## src/rtl/multdiv_sequencer_pkg.sv

```systemverilog
// Shared decode constants, writeback codes and FSM encodings for the mul/div sequencer.
package multdiv_sequencer_pkg;

    localparam logic [4:0] OPC_RTYPE = 5'b00000;
    localparam logic [4:0] ALU_MUL   = 5'b00110;
    localparam logic [4:0] ALU_DIV   = 5'b00111;

    localparam logic [4:0]  RSTATUS_REG = 5'd30;
    localparam logic [31:0] RSTATUS_MUL = 32'd4;
    localparam logic [31:0] RSTATUS_DIV = 32'd5;

    localparam int unsigned OPC_MSB = 31;
    localparam int unsigned OPC_LSB = 27;
    localparam int unsigned RD_MSB  = 26;
    localparam int unsigned RD_LSB  = 22;
    localparam int unsigned ALU_MSB = 6;
    localparam int unsigned ALU_LSB = 2;

    localparam logic [1:0] StIdle  = 2'd0;
    localparam logic [1:0] StIssue = 2'd1;
    localparam logic [1:0] StWait  = 2'd2;
    localparam logic [1:0] StDone  = 2'd3;

    function automatic logic [31:0] rstatus_code(input logic is_div);
        return is_div ? RSTATUS_DIV : RSTATUS_MUL;
    endfunction

endpackage

```

## src/rtl/md_wait_counter.sv

```systemverilog
// Counts WAIT cycles; terminal_o flags the cycle in which the count reaches TIMEOUT_CYC.
module md_wait_counter #(
    parameter int unsigned CNT_W       = 7,
    parameter int unsigned TIMEOUT_CYC = 64
) (
    input  logic clk_i,
    input  logic rst_ni,
    input  logic clr_i,
    input  logic en_i,
    output logic terminal_o
);

    logic [CNT_W-1:0] cnt_q, cnt_d;

    always_comb begin
        cnt_d = cnt_q;
        if (clr_i) begin
            cnt_d = '0;
        end else if (en_i) begin
            cnt_d = cnt_q + CNT_W'(1);
        end
    end

    // Fires during the TIMEOUT_CYC-th enabled cycle after a clear.
    assign terminal_o = en_i & ~clr_i & (cnt_d == CNT_W'(TIMEOUT_CYC));

    always_ff @(posedge clk_i or negedge rst_ni) begin
        if (!rst_ni) begin
            cnt_q <= '0;
        end else begin
            cnt_q <= cnt_d;
        end
    end

endmodule

```

## src/rtl/multdiv_sequencer.sv

```systemverilog
// X-stage sequencer for the shared multi-cycle mul/div unit: issue, stall, timeout and writeback.
module multdiv_sequencer
    import multdiv_sequencer_pkg::*;
#(
    parameter int unsigned TIMEOUT_CYC = 64,
    parameter int unsigned CNT_W       = 7
) (
    input  logic        clock,
    input  logic        reset_n,
    input  logic [31:0] x_instr,
    input  logic        x_valid,
    input  logic [31:0] x_opA,
    input  logic [31:0] x_opB,
    input  logic        flush,
    input  logic        unit_ready,
    input  logic [31:0] unit_result,
    input  logic        unit_exception,
    output logic        ctrl_mult,
    output logic        ctrl_div,
    output logic [31:0] md_opA,
    output logic [31:0] md_opB,
    output logic        stall,
    output logic        wb_valid,
    output logic [4:0]  wb_rd,
    output logic [31:0] wb_data,
    output logic        busy
);

    logic [1:0]  state_q, state_d;
    logic        op_div_q, op_div_d;
    logic [4:0]  rd_q, rd_d;
    logic [31:0] opa_q, opa_d;
    logic [31:0] opb_q, opb_d;
    logic [4:0]  wb_rd_q, wb_rd_d;
    logic [31:0] wb_data_q, wb_data_d;
    logic        cnt_clr, cnt_en, cnt_term;

    logic [4:0] opcode, alu_op;
    logic       is_md;
    logic       unused_instr_bits;

    assign opcode = x_instr[OPC_MSB:OPC_LSB];
    assign alu_op = x_instr[ALU_MSB:ALU_LSB];
    assign is_md  = x_valid & (opcode == OPC_RTYPE) & ((alu_op == ALU_MUL) | (alu_op == ALU_DIV));
    assign unused_instr_bits = ^{x_instr[RD_LSB-1:ALU_MSB+1], x_instr[ALU_LSB-1:0]};

    md_wait_counter #(
        .CNT_W      (CNT_W),
        .TIMEOUT_CYC(TIMEOUT_CYC)
    ) u_wait_counter (
        .clk_i     (clock),
        .rst_ni    (reset_n),
        .clr_i     (cnt_clr),
        .en_i      (cnt_en),
        .terminal_o(cnt_term)
    );

    always_comb begin
        state_d   = state_q;
        op_div_d  = op_div_q;
        rd_d      = rd_q;
        opa_d     = opa_q;
        opb_d     = opb_q;
        wb_rd_d   = wb_rd_q;
        wb_data_d = wb_data_q;
        cnt_clr   = 1'b0;
        cnt_en    = 1'b0;
        case (state_q)
            StIdle: begin
                if (is_md && !flush) begin
                    state_d  = StIssue;
                    op_div_d = (alu_op == ALU_DIV);
                    rd_d     = x_instr[RD_MSB:RD_LSB];
                    opa_d    = x_opA;
                    opb_d    = x_opB;
                end
            end
            StIssue: begin
                cnt_clr = 1'b1;
                state_d = StWait;
            end
            StWait: begin
                cnt_en = 1'b1;
                // A real unit response beats a timeout landing in the same cycle.
                if (unit_ready) begin
                    wb_rd_d   = unit_exception ? RSTATUS_REG : rd_q;
                    wb_data_d = unit_exception ? rstatus_code(op_div_q) : unit_result;
                    state_d   = StDone;
                end else if (cnt_term) begin
                    wb_rd_d   = RSTATUS_REG;
                    wb_data_d = rstatus_code(op_div_q);
                    state_d   = StDone;
                end
            end
            StDone:  state_d = StIdle;
            default: state_d = StIdle;
        endcase
        if (flush && (state_q != StIdle)) begin
            state_d = StIdle;
        end
    end

    always_ff @(posedge clock or negedge reset_n) begin
        if (!reset_n) begin
            state_q   <= StIdle;
            op_div_q  <= 1'b0;
            rd_q      <= '0;
            opa_q     <= '0;
            opb_q     <= '0;
            wb_rd_q   <= '0;
            wb_data_q <= '0;
        end else begin
            state_q   <= state_d;
            op_div_q  <= op_div_d;
            rd_q      <= rd_d;
            opa_q     <= opa_d;
            opb_q     <= opb_d;
            wb_rd_q   <= wb_rd_d;
            wb_data_q <= wb_data_d;
        end
    end

    assign ctrl_mult = (state_q == StIssue) & ~op_div_q;
    assign ctrl_div  = (state_q == StIssue) & op_div_q;
    assign md_opA    = opa_q;
    assign md_opB    = opb_q;
    assign stall     = (state_q == StIdle) ? (is_md & ~flush)
                                           : ((state_q == StIssue) | (state_q == StWait));
    assign wb_valid  = (state_q == StDone) & ~flush;
    assign wb_rd     = wb_valid ? wb_rd_q : '0;
    assign wb_data   = wb_valid ? wb_data_q : '0;
    assign busy      = (state_q != StIdle);

endmodule

```

## config.mk

```make
export PLATFORM = sky130hd
export DESIGN_NAME = multdiv_sequencer
export DESIGN_NICKNAME = d
export VERILOG_FILES = /design/src/rtl/multdiv_sequencer_pkg.sv /design/src/rtl/md_wait_counter.sv /design/src/rtl/multdiv_sequencer.sv
export SDC_FILE = /design/constraint.sdc
export NUM_CORES = 1
export LEC_CHECK = 0
export BUFFER_PORTS_ARGS = -buffer_cell sky130_fd_sc_hd__buf_2
export CAP_MARGIN = 20
export CORE_MARGIN = 3
export CORE_UTILIZATION = 45
export CTS_BUF_LIST = sky130_fd_sc_hd__clkbuf_4 sky130_fd_sc_hd__clkbuf_8 sky130_fd_sc_hd__clkbuf_16
export DETAILED_ROUTE_END_ITERATION = 12
export HOLD_SLACK_MARGIN = 0.03
export PLACE_DENSITY = 0.8
export SKIP_CTS_REPAIR_TIMING = 1
export SLEW_MARGIN = 20
export SYNTH_ARGS = -nofsm -noshare
export SYNTH_HDL_FRONTEND = slang
export SYNTH_SLANG_ARGS = --single-unit
```

## constraint.sdc

```tcl
create_clock -name clock -period 5.7 [get_ports clock]
set_input_delay 0.285 -clock clock [delete_from_list [all_inputs] [get_ports clock]]
set_output_delay 0.285 -clock clock [all_outputs]
set_load 0.02 [all_outputs]
```

; After elaboration in Yosys (flattened, before gate mapping)
; Index checks and enable logic that the tools add are counted.
[totals]
ff_bits = 116
input_bits = 134
out_inout_bits = 106
elab_cells = 59
[op_classes]
addsub = 1
n_eq_ne = 8
muxes = 19
n_bitwise = 13
reduce_logical = 10
[op_table]
columns = op, count
row1 = $mux W32, 4
row2 = $mux W5, 4
row3 = $mux W7, 2
row4 = $eq A5 B3 Y1 const B, 2
row5 = $and A1 B1 Y1, 8
row6 = $mux W2, 4
row7 = $pmux W2 S4, 1
row8 = $add A7 B1 Y7 const B, 1
row9 = $eq A7 B7 Y1 const B, 1
row10 = $reduce_and A2 Y1, 3
row11 = $logic_not A5 Y1, 1
row12 = $eq A2 B2 Y1 const B, 2
row13 = $mux W1, 4
row14 = $ne A4 B4 Y1 const B, 1
row15 = $reduce_bool A2 Y1, 2
row16 = $ne A3 B3 Y1 const B, 1
row17 = $not A1 Y1, 3
row18 = $eq A2 B1 Y1 const B, 1
row19 = $logic_and A1 B1 Y1, 2
row20 = $logic_not A2 Y1, 1
row21 = $or A1 B1 Y1, 2
row22 = $logic_not A1 Y1, 1

; Logic depth before layout (Yosys ltp)
; Gate-level depths: netlist of the first run.
[logic_depth]
word_depth = 10
mapped_depth = 8

; By module
; A second synthesis of the first run with hierarchy kept.
[hier_totals]
cells_unflattened = 419
area_unflattened_um2 = 5241.3
[modules_own_cells]
columns = mod, instances, cells_each, area_each_um2, seq_area_each_um2
row1 = multdiv_sequencer, 1, 379, 4839.6, 2727.6
row2 = md_wait_counter, 1, 40, 401.6, 175.2

; Least setup slack after synthesis of the first run
; Ideal clock, no wire load.
[synth_timing]
path_type = register -> register
start = register state_q[0]
end = register wb_data_q[0]
setup_ps = 131
arrival_time_ps = 2177
required_ps = 5569
setup_slack_ps = 3391
path_stages_with_launch = 8
n_path_buf = 0
synth_period_minus_slack_ps = 2309
cell_sequence = dfrtp_1 > inv_1 > ha_1 > nand4_1 > or4b_1 > a211o_2 > and3_1 > or3_1
[synth_via]
elab_chain_cells = 8
[synth_rtl]
columns = element, line_no
row1 = start: declaration, multdiv_sequencer.sv:29  ; logic [1:0] state_q, state_d;
row2 = start signal: assignment, multdiv_sequencer.sv:105  ; state_q <= StIdle;
row3 = start signal: assignment, multdiv_sequencer.sv:113  ; state_q <= state_d;
row4 = $eq A2 B2 Y1, multdiv_sequencer.sv:68  ; case (state_q)
row5 = $mux W1, multdiv_sequencer.sv:68
row6 = $mux W7, md_wait_counter.sv:19  ; end else if (en_i) begin
row7 = $mux W7, md_wait_counter.sv:17  ; if (clr_i) begin
row8 = $eq A7 B7 Y1, md_wait_counter.sv:25  ; assign terminal_o = en_i & ~clr_i & (cnt_d == CNT_W'(TIMEOUT_CYC));
row9 = $and A1 B1 Y1, md_wait_counter.sv:25
row10 = $reduce_bool A2 Y1 (no line), --
row11 = $reduce_and A2 Y1 (no line) (*), --
row12 = end signal: assignment, multdiv_sequencer.sv:119  ; wb_data_q <= wb_data_d;
row13 = end: declaration, multdiv_sequencer.sv:35  ; logic [31:0] wb_data_q, wb_data_d;
; Every way passes the cells marked *; elsewhere a longest branch is shown, timed or not.
; A chain may end at the register's enable or synchronous reset.

; Worst setup path in the final report of the first run
[layout_timing]
start = register state_q[0]
end = register wb_data_q[16]
; The elaborated chain is that of the path after synthesis.

==> summary.md, run 1 <==
| Metric | Value |
|---|---|
| Psw | `0.774 mW` |
| Clock Tree Buf Depth | `2` |
| CP max FO | `36` |
| Clock group share of total power | `41.7%` |
| Worst Hold End | `md_opA[11]` |
| Setup slack, reg-to-reg | `2400 ps` |
| Max Used Layer | `met5` |
| Max Slew Vio Count | `0` |
| Status | `finished, final reports clean` |
| Share of layout cells above drive strength 1 | `50.3%` |
| Static Leakage | `3.82 nW` |
| Syn. warnings | `0` |
| Syn nets | `568` |
| Core area | `11000 um^2` |
| Crit. End Element | `flop` |
| Ys async rst share | `100%` |
| Average via count per standard cell | `5.20` |
| Post-synth top area share | `56.8%` |
| Synthesized cell area | `5110 um^2` |
| Synth Flop Type | `dfrtp_1` |
| Final hold viol count | `0` |
| Num CTS Buffers | `17` |
| Measured slew at the worst slew-check pin | `981 ps` |
| Syn Area/Cell | `11.9 um^2` |
| Vias in the first global route | `4327` |
| CTS tree | `done` |
| Routed Antenna Nets | `0` |
| Routed met2 length | `7140 um` |
| Met1 wire length | `4960 um` |
| RSZ-0062 raised after global routing | `no` |
| Worst path bufs/invs | `1` |
| TritonCTS Sinks | `116` |
| PwrDens | `391 nW/um^2` |
| R2R depth | `7` |
| Slowest stage cell, crit path | `nor2_4` |
| R2R Path Start | `state_q[0]` |
| Reg2Reg Capture Point | `wb_data_q[16]` |
| Sequential-to-total area share from yosys stat | `56.8%` |
| Area growth from synthesis to layout | `36.6%` |
| WP data required | `5940 ps` |
| CP delay by family, top | `simple AND/OR/NAND/NOR gates` |
| HPWL reported at the end of detailed placement | `9540 um` |
| Largest net degree at the start of global routing | `74` |
| CP arrival | `3530 ps` |
| Flop pwr share | `38.4%` |
| Fmax achieved | `303 MHz` |
| Number of DRC markers in iteration 0 | `337` |
| Clk_lat worst skew | `400 ps` |
| Synth area leader | `dfrtp_1` |
| Internal power | `1.96 mW` |
| Routed WL | `13500 um` |
| Hold Path Stages | `2` |
| Residual DRC | `0` |
| Total negative slack | `0 ps` |
| EDFF count, synth | `0` |
| WL met3 | `1310 um` |
| Hold wc startpoint | `x_opA[11]` |
| All-layer global routing usage | `21.9%` |
| Port Buffers | `222` |
| WL/cell | `16.9 um` |
| Top cells by area, synth | `dfrtp_1 (57%), mux2_2 (15%), and2_1 (4.6%), a22oi_1 (4.5%), o21ai_0 (3.3%)` |
| Critical path cell sequence | `inv_1 -> ha_1 -> nand4_1 -> or4b_1 -> a211o_2 -> nor2_4 -> o21ai_0` |
| Gr ovfl total | `0` |
| Worst relative slew slack | `34.2%` |
| Most frequent cells in the layout | `buf_2 (221), dfrtp_1 (116), mux2_2 (69), nand2_1 (39), and2_1 (38)` |
| Min-delay worst type | `primary input to flop` |
| Htree depth | `4` |
| Root Driver | `clkbuf_16` |
| Final #Nets | `786` |
| Die Span Y | `113 um` |
| Boundary Pins | `240` |
| Slowest stage delay, CP | `590 ps` |
| Clock Skew | `7.00 ps` |
| Comb pwr share | `19.9%` |
| Routability cong. | `0.819` |
| Period utilization | `57.9%` |
| CP Launch Type | `flop` |
| Commonest non-fill, non-tap cell in the layout | `buf_2` |
| Final min period | `3300 ps` |
| Netlist cell types | `43` |
| Mapped Cells | `429` |
| Fillers | `831` |
| Vias post-DR | `4162` |
| Row count | `38` |
| Initial Util | `46.6%` |
| Total power | `2.73 mW` |
| Seq cells post-synth | `116` |
| Die area | `12700 um^2` |
| Worst-path clk slew | `60 ps` |
| Initial antenna violation count | `2` |
| Die W | `113 um` |
| Core Util, Final | `63.6%` |
| First-pass GRT wire length | `21900 um` |
| Sw Share | `28.3%` |
| Max VDD drop | `0.225 mV` |
| DR pass1 iterations | `4` |
| CP Class | `flop to flop` |
| Final Setup Violations | `0` |
| Max cap viols | `0` |
final cells by class:
cell class	count	area, um^2	area share [%]
inverter	6	22.5	0.322
tap	140	175	2.51
multi-input combinational	281	2100	30.1
antenna	1	2.50	0.0358
timing repair buffer	225	1140	16.3
clock inverter	14	200	2.87
sequential	116	2900	41.6
clock buffer	18	439	6.29
synth_stat cells, types with 5 or more instances:
cell,instances
nand2_1,40
a22oi_1,31
clkbuf_1,21
o22a_1,5
o31a_1,5
o21ai_0,34
nor2_1,8
mux2_2,69
dfrtp_1,116
and2_1,38
ha_1,5
state kept, by name (all words and copies together) (netlist names):
name                  cells
md_opA                   32
wb_rd_q                   5
rd_q                      5
wb_data_q                32
u_wait_counter.cnt_q      7
state_q                   2
md_opB                   32
op_div_q                  1
metrics by stage:
| stage | worst slack [ps] | area (um^2) | hold slack, ps | cells |
|---|---|---|---|---|
| after global routing | 2070 | 6990 | 91.5 | 801 |
| after CTS | 2380 | 6970 | -109 | 799 |
| final | 2400 | 6990 | 108 | 801 |
| after global placement | 2590 | 6320 | 306 | 767 |
| after floorplan | 3390 | 5110 | -10.6 | 429 |
| after detailed placement | 2400 | 6330 | 321 | 767 |
metal layers:
layer | global-route usage (%) | vias up
met5 | 0 | -
met4 | 6.97 | 2
met3 | 9.43 | 12
met2 | 38.2 | 173
met1 | 24.1 | 2016
li1 | - | 1959
how the worst max path moves through the flow:
stage | endpoint | slack [ps] | cells past startpoint | startpoint
after floorplan | wb_data_q[0] | 3390 | 7 | state_q[0]
after global placement | wb_data_q[20] | 2590 | 7 | state_q[0]
after detailed placement | wb_data_q[16] | 2400 | 7 | state_q[0]
after CTS | wb_data_q[16] | 2380 | 7 | state_q[0]
after global routing | wb_data_q[16] | 2070 | 7 | state_q[0]
final | wb_data_q[16] | 2400 | 7 | state_q[0]
power by group through the flow:
stage	Combinational, mW	Sequential (mW)	Clock, mW
finish	0.544	1.05	1.14
floorplan	0.377	1.04	0
global placement	0.520	1.05	0
detailed placement	0.548	1.06	0
global route	0.608	1.07	1.20
CTS	0.549	1.05	1.16
cells by family (layout without fill, tap and decap cells):
group	Yosys count	count (layout)	share of synthesized area [%]
AOI/OAI and AO/OA	90	90	11.7
muxes	71	71	15.6
adders and majority gates	5	5	1.22
DFF	116	116	56.8
xor gates and xnor gates	6	6	1.03
and+or+nand+nor	109	109	11.3
other	0	1	0
buffers and inverters	32	263	2.45
Note: power is estimated with default switching activity, not from simulation.
==> run 2, diff against run 1 <==
==> constraint.sdc (replaced) <==
create_clock -name clock -period 3.4 [get_ports clock]
set_input_delay 0.17 -clock clock [delete_from_list [all_inputs] [get_ports clock]]
set_output_delay 0.17 -clock clock [all_outputs]
set_load 0.02 [all_outputs]
==> run 2 against run 1 <==
Compared with the run above: sequential power increased by 69%; maximum frequency increased by 17%; routed wire length increased by 35%; total power increased by 68%; setup slack got worse by 1800 ps; clock-buffer cell count increased by 5; final cell count increased by 12%; utilization increased by 8.1 points; combinational power increased by 88%; die area unchanged; flip-flop and latch count unchanged; register-to-register slack got worse by 1800 ps; highest routed layer is now met4.
==> summary.md, run 2 (synthesis gave the netlist of run 1 again) <==
| Metric | Value |
|---|---|
| CP Launch Type | `flop` |
| Worst path bufs/invs | `1 (unchanged)` |
| Commonest non-fill, non-tap cell in the layout | `buf_2` |
| Final #Nets | `882 (+12%)` |
| Share of layout cells above drive strength 1 | `44.6% (-5.7 points)` |
| Most Crowded Layer GR | `met2` |
| Routed Antenna Nets | `0 (unchanged)` |
| Met1 Use GR | `23.9% (-0.20 points)` |
| Die Span Y | `113 um (unchanged)` |
| Vias post-DR | `4839 (+16%)` |
| Fmax achieved | `355 MHz (+17%)` |
| Clock Tree Buf Depth | `2 (unchanged)` |
| Total negative slack | `0 ps (unchanged)` |
| Met3 usage | `9.22% (-0.22 points)` |
| Worst relative slew slack | `46.4% (+12 points)` |
| Core area | `11000 um^2 (unchanged)` |
| Num CTS Buffers | `17 (unchanged)` |
| CTS tree | `done` |
| CP max FO | `36 (unchanged)` |
| Average via count per standard cell | `5.40 (+3.9%)` |
| Vias in the first global route | `4506 (+4.1%)` |
| Most frequent cells in the layout | `buf_2 (221), dfrtp_1 (116), dlygate4sd3_1 (92), mux2_2 (69), nand2_1 (39)` |
| Min-delay worst type | `primary input to flop` |
| Boundary Pins | `240 (unchanged)` |
| Clk_lat worst skew | `410 ps (about the same)` |
| Hold wc startpoint | `unit_result[7]` |
| Die area | `12700 um^2 (unchanged)` |
| Initial Util | `46.6% (unchanged)` |
| Root Driver | `clkbuf_16` |
| First-pass GRT wire length | `22400 um (+2.0%)` |
| Largest net degree at the start of global routing | `43 (-42%)` |
| Worst-path clk slew | `50 ps (about the same)` |
| Clock Skew | `10.9 ps (+3.89 ps)` |
| WL/cell | `20.3 um (+20%)` |
| PwrDens | `581 nW/um^2 (+49%)` |
| CP arrival | `3060 ps (-470 ps)` |
| Initial antenna violation count | `0 (-2)` |
| Slowest stage delay, CP | `600 ps (about the same)` |
| All-layer global routing usage | `22.4% (+0.53 points)` |
| Measured slew at the worst slew-check pin | `801 ps (-180 ps)` |
| Period utilization | `83.0% (+25 points)` |
| Gr ovfl total | `0 (unchanged)` |
| R2R Path Start | `state_q[0]` |
| Residual DRC | `0 (unchanged)` |
| WP data required | `3640 ps (-2300 ps)` |
| Critical path cell sequence | `inv_1 -> ha_1 -> nand4_1 -> or4b_1 -> a211o_2 -> nor2_4 -> o21ai_0` |
| Htree depth | `4 (unchanged)` |
| Antenna cells | `0 (-1)` |
| Routed WL | `18200 um (+35%)` |
| Row count | `38 (unchanged)` |
| DR pass1 iterations | `5 (+1)` |
| CP delay by family, top | `simple AND/OR/NAND/NOR gates` |
| Die W | `113 um (unchanged)` |
| Status | `finished, final reports clean` |
| HPWL reported at the end of detailed placement | `10000 um (+5.0%)` |
| Static Leakage | `4.21 nW (+10%)` |
| Total power | `4.58 mW (+68%)` |
| Max Slew Vio Count | `0 (unchanged)` |
| Routing usage on met2 | `39.0% (+0.79 points)` |
| Routability cong. | `0.861 (+5.1%)` |
| Area growth from synthesis to layout | `53.9%` |
| CP Class | `flop to flop` |
| Slowest stage cell, crit path | `nor2_4` |
| Max VDD drop | `0.377 mV (+68%)` |
| Port Buffers | `222 (unchanged)` |
| Final hold viol count | `0 (unchanged)` |
| TritonCTS Sinks | `116 (unchanged)` |
| RSZ-0062 raised after global routing | `no` |
| Final min period | `2820 ps (-479 ps)` |
| Crit. End Element | `flop` |
| Worst Setup SP | `state_q[0]` |
| Max cap viols | `0 (unchanged)` |
| Final Setup Violations | `0 (unchanged)` |
| Number of DRC markers in iteration 0 | `353 (+4.7%)` |
[run 2: where the power goes]
part	internal, mW	total [mW]	leakage [nW]	switching (mW)
combinational	0.504	1.02	2.45	0.518
clock	1.14	1.78	0.291	0.639
sequential	1.60	1.77	1.48	0.172
[run 2: tightest hold or removal path, cell delays in order]
cell     delay (ps)
buf_2            80
a22oi_1          50
o21ai_0          70
[run 2: layout make-up]
class	instances	area [um^2]
clock inverters	9	104
clock buffers	23	483
well taps	140	175
fillers	720	3110
flip-flops and latches	116	2900
inverters	6	22.5
multi-input cells	281	2100
repair buffers	321	2090
[run 2: final timing paths]
kind | end | slack [ps] | depth (start not counted)
max | wb_data_q[29] | 580 | 7
min | wb_data_q[7] | 2 | 3
max reg2reg | wb_data_q[29] | 580 | 7
min reg2reg | md_opA[29] | 500 | 1
max in group asynchronous | wb_data_q[6] | 2180 | 3
min in group asynchronous | md_opB[16] | 290 | 2
[run 2: routing by layer]
| layer | vias to the layer above | part of all wire, % |
|---|---|---|
| li1 | 2146 | - |
| met1 | 2330 | 38 |
| met2 | 298 | 50 |
| met3 | 65 | 8.2 |
| met4 | 0 | 3.9 |
| met5 | - | 0 |
[run 2: metrics by stage]
step                worst slack, ps  hold slack, ps  area, um^2  util [%]  cells
floorplan                      1090            -126        5110         -    429
global placement                737             145        6360      57.9    772
detailed placement              597             151        6370      58.0    772
CTS                             576            -289        6950      63.3    804
global route                    392            32.2        7870      71.7    896
finish                          580            1.91        7870      71.7    896
==> run 3, diff against run 2 <==
--- a/config.mk
+++ b/config.mk
@@ -5,14 +5,15 @@
 export SDC_FILE = /design/constraint.sdc
 export NUM_CORES = 1
 export LEC_CHECK = 0
+export ABC_AREA = 1
 export BUFFER_PORTS_ARGS = -buffer_cell sky130_fd_sc_hd__buf_2
 export CAP_MARGIN = 20
 export CORE_MARGIN = 3
-export CORE_UTILIZATION = 45
+export CORE_UTILIZATION = 43
 export CTS_BUF_LIST = sky130_fd_sc_hd__clkbuf_4 sky130_fd_sc_hd__clkbuf_8 sky130_fd_sc_hd__clkbuf_16
 export DETAILED_ROUTE_END_ITERATION = 12
 export HOLD_SLACK_MARGIN = 0.03
-export PLACE_DENSITY = 0.8
+export PLACE_DENSITY = 0.79
 export SKIP_CTS_REPAIR_TIMING = 1
 export SLEW_MARGIN = 20
 export SYNTH_ARGS = -nofsm -noshare
==> constraint.sdc (replaced) <==
create_clock -name clock -period 2.45 [get_ports clock]
set_input_delay 0.1225 -clock clock [delete_from_list [all_inputs] [get_ports clock]]
set_output_delay 0.1225 -clock clock [all_outputs]
set_load 0.02 [all_outputs]
==> run 3 against run 2 <==
Compared with the run above: clock skew decreased by 4.1 ps; maximum frequency increased by 27%; synthesized cell count increased by 48%; register-to-register slack got worse by 350 ps; worst hold slack improved by 24 ps; die area increased by 8.9%; largest cell class unchanged.
==> summary.md, run 3 <==
| Metric | Value |
|---|---|
| Status | `finished, final reports clean` |
| Row count | `40 (+5.3%)` |
| CTS tree | `done` |
| R2R Path Start | `state_q[0]` |
| Crit. End Element | `flop` |
| Initial Util | `44.3% (-2.2 points)` |
| Mapped Cells | `635 (+48%)` |
| Worst Hold End | `md_opA[6]` |
| Max Slew Vio Count | `0 (unchanged)` |
| Fmax achieved | `450 MHz (+27%)` |
| Routed WL | `16000 um (-12%)` |
| Initial antenna violation count | `1 (+1)` |
| R2R depth | `14 (+7)` |
| PwrDens | `794 nW/um^2 (+37%)` |
| WL/cell | `14.0 um (-31%)` |
| RSZ-0062 raised after global routing | `no` |
| Critical path cell sequence | `inv_1 -> ha_2 -> nand2_4 -> nor2_2 -> nand2_1 -> nand2_1 -> nand3_1 -> nor2_1 -> nand2_1 -> nand2_2 -> nand2_4 -> buf_12 -> nand2_1 -> o21ai_2` |
| Share of layout cells above drive strength 1 | `31.9% (-13 points)` |
| Setup WS post-layout | `226 ps (-353 ps)` |
| Final hold viol count | `0 (unchanged)` |
| Core area | `12100 um^2 (+9.8%)` |
| Synth Flop Type | `dfrtp_1` |
| Area growth from synthesis to layout | `54.5%` |
| Routed Antenna Nets | `0 (unchanged)` |
| Post-synth top cells | `nand2_1 (166), inv_1 (128), dfrtp_1 (116), o21ai_0 (53), nor2_1 (49)` |
| Routability cong. | `0.783 (-9.1%)` |
| CP Class | `flop to flop` |
| WP data required | `2740 ps (-900 ps)` |
| Slowest stage cell, crit path | `dfrtp_1` |
| Netlist cell types | `24 (-44%)` |
| CP arrival | `2510 ps (-550 ps)` |
| Total power | `6.56 mW (+43%)` |
| Synthesized cell area | `5350 um^2 (+4.5%)` |
| Hold Path Stages | `3 (unchanged)` |
| Number of DRC markers in iteration 0 | `300 (-15%)` |
| Syn nets | `774 (+36%)` |
| Period utilization | `90.8% (+7.8 points)` |
| Hold wc startpoint | `x_opA[6]` |
| TritonCTS Sinks | `116 (unchanged)` |
| First-pass GRT wire length | `20900 um (-6.4%)` |
| Port Buffers | `222 (unchanged)` |
| Die area | `13800 um^2 (+8.9%)` |
| Die W | `118 um (+4.3%)` |
| Core Util, Final | `68.5% (-3.2 points)` |
| Syn Area/Cell | `8.42 um^2 (-29%)` |
| Root Driver | `clkbuf_16` |
| Worst-path clk slew | `50 ps (about the same)` |
| All-layer global routing usage | `18.6% (-3.8 points)` |
| Crit path top cell by count | `nand2_1` |
| Vias in the first global route | `4378 (-2.8%)` |
| Num CTS Buffers | `17 (unchanged)` |
| Final #Nets | `1094 (+24%)` |
| Synth area leader | `dfrtp_1` |
| CP Launch Type | `flop` |
| Placement Setup Slack | `125 ps (-472 ps)` |
| Static Leakage | `4.58 nW (+8.8%)` |
| Clock Skew | `6.77 ps (-4.12 ps)` |
| Ys async rst share | `100% (unchanged)` |
| Measured slew at the worst slew-check pin | `632 ps (-169 ps)` |
| Top cells by area, synth | `dfrtp_1 (54%), nand2_1 (12%), inv_1 (9.0%), o21ai_2 (5.9%), o21ai_0 (5.0%)` |
| Boundary Pins | `240 (unchanged)` |
| Total negative slack | `0 ps (unchanged)` |
| Max cap viols | `0 (unchanged)` |
| Most frequent cells in the layout | `buf_2 (221), nand2_1 (166), inv_1 (128), dfrtp_1 (116), dlygate4sd3_1 (101)` |
| Largest net degree at the start of global routing | `103 (+140%)` |
| DR pass1 iterations | `5 (unchanged)` |
| Syn. warnings | `0 (unchanged)` |
| Die Span Y | `118 um (+4.3%)` |
| Post-synth top area share | `54.3% (-2.5 points)` |
| Clk_lat worst skew | `410 ps (about the same)` |
| Reg2Reg Capture Point | `wb_data_q[22]` |
| CP max FO | `34 (-5.6%)` |
| Average via count per standard cell | `4.58 (-15%)` |
| Vias post-DR | `5208 (+7.6%)` |
| Final Setup Violations | `0 (unchanged)` |
| Worst relative slew slack | `57.8% (+11 points)` |
| Most common cell in the netlist | `nand2_1` |
| Commonest non-fill, non-tap cell in the layout | `buf_2` |
| Slowest stage delay, CP | `420 ps (-180 ps)` |
| Max VDD drop | `0.380 mV (+0.70%)` |
| HPWL reported at the end of detailed placement | `9120 um (-9.0%)` |
| Gr ovfl total | `0 (unchanged)` |
| Htree depth | `4 (unchanged)` |
| Hold WS | `26.0 ps (+24.1 ps)` |
| Final min period | `2220 ps (-597 ps)` |
| Setup slack, reg-to-reg | `230 ps (-350 ps)` |
| EDFF count, synth | `0 (unchanged)` |
| Clock Tree Buf Depth | `2 (unchanged)` |
| Seq cells post-synth | `116 (unchanged)` |
| Min-delay worst type | `primary input to flop` |
| Sequential-to-total area share from yosys stat | `54.3% (-2.5 points)` |
| Residual DRC | `0 (unchanged)` |
run 3: changes by cell type in the layout (fill, tap and decap cells not counted), moves of 18 or more:
cell,change
a22oi_1,-31
and2_1,-38
inv_1,+124
mux2_2,-69
nand2_1,+127
nor2_1,+41
o21ai_0,+19
o21ai_1,+18
o21ai_2,+36
run 3: power breakdown:
group / internal (mW) / switching, mW / total (mW)
Clock: 1.81 / 0.850 / 2.66
Combinational: 0.613 / 0.854 / 1.47
Sequential: 2.24 / 0.188 / 2.43
run 3: area by class of cell:
class | count | area (um^2)
multi-input combinational | 361 | 1780
clock buffer | 22 | 488
antenna | 1 | 2.50
clock inverter | 9 | 150
sequential | 116 | 2900
tap | 168 | 210
fill | 871 | 3800
timing repair buffer | 330 | 2240
inverter | 129 | 484
run 3: kinds of logic after synthesis:
family / synth area share (%)
buffers and inverters: 12.6
adders and majority gates: 1.17
AOI/OAI and AO/OA: 13.3
and+or+nand+nor: 18.7
DFF: 54.3
run 3: worst max-delay path: cells and delay by family (launching register included):
| kind | cells | cell delay (ps) |
|---|---|---|
| AND/OR/NAND/NOR | 10 | 970 |
| buffers and inverters | 2 | 340 |
| adder cells (fa/ha/maj) | 1 | 330 |
| AO/OA/AOI/OAI | 1 | 50 |
| flip-flops | 1 | 420 |
run 3: worst max-delay path by stage:
| stage | cells past startpoint | start | end | slack (ps) |
|---|---|---|---|---|
| 2_1_floorplan | 13 | state_q[0] | wb_rd_q[1] | 620 |
| 3_3_place_gp | 14 | state_q[0] | wb_data_q[2] | 160 |
| 3_5_place_dp | 14 | state_q[0] | wb_data_q[2] | 120 |
| 4_1_cts | 14 | state_q[0] | wb_data_q[2] | 90 |
| 5_1_grt | 14 | state_q[0] | wb_data_q[15] | 40 |
| 6_report | 14 | state_q[0] | wb_data_q[22] | 230 |
run 3: routing by layer:
layer  GRT usage [%]  vias to the layer above  share of wire (%)
li1                -                     2552                  -
met1            23.9                     2377                 40
met2            28.5                      243                 48
met3            6.97                       36                8.8
met4            7.62                        0                2.6
met5               0                        -                  0
run 3: per-stage QoR:
step | instance area [um^2] | cells
after floorplan | 5350 | 635
after global placement | 6610 | 1003
after detailed placement | 6610 | 1003
after CTS | 7250 | 1034
after global routing | 8260 | 1136
final | 8260 | 1136
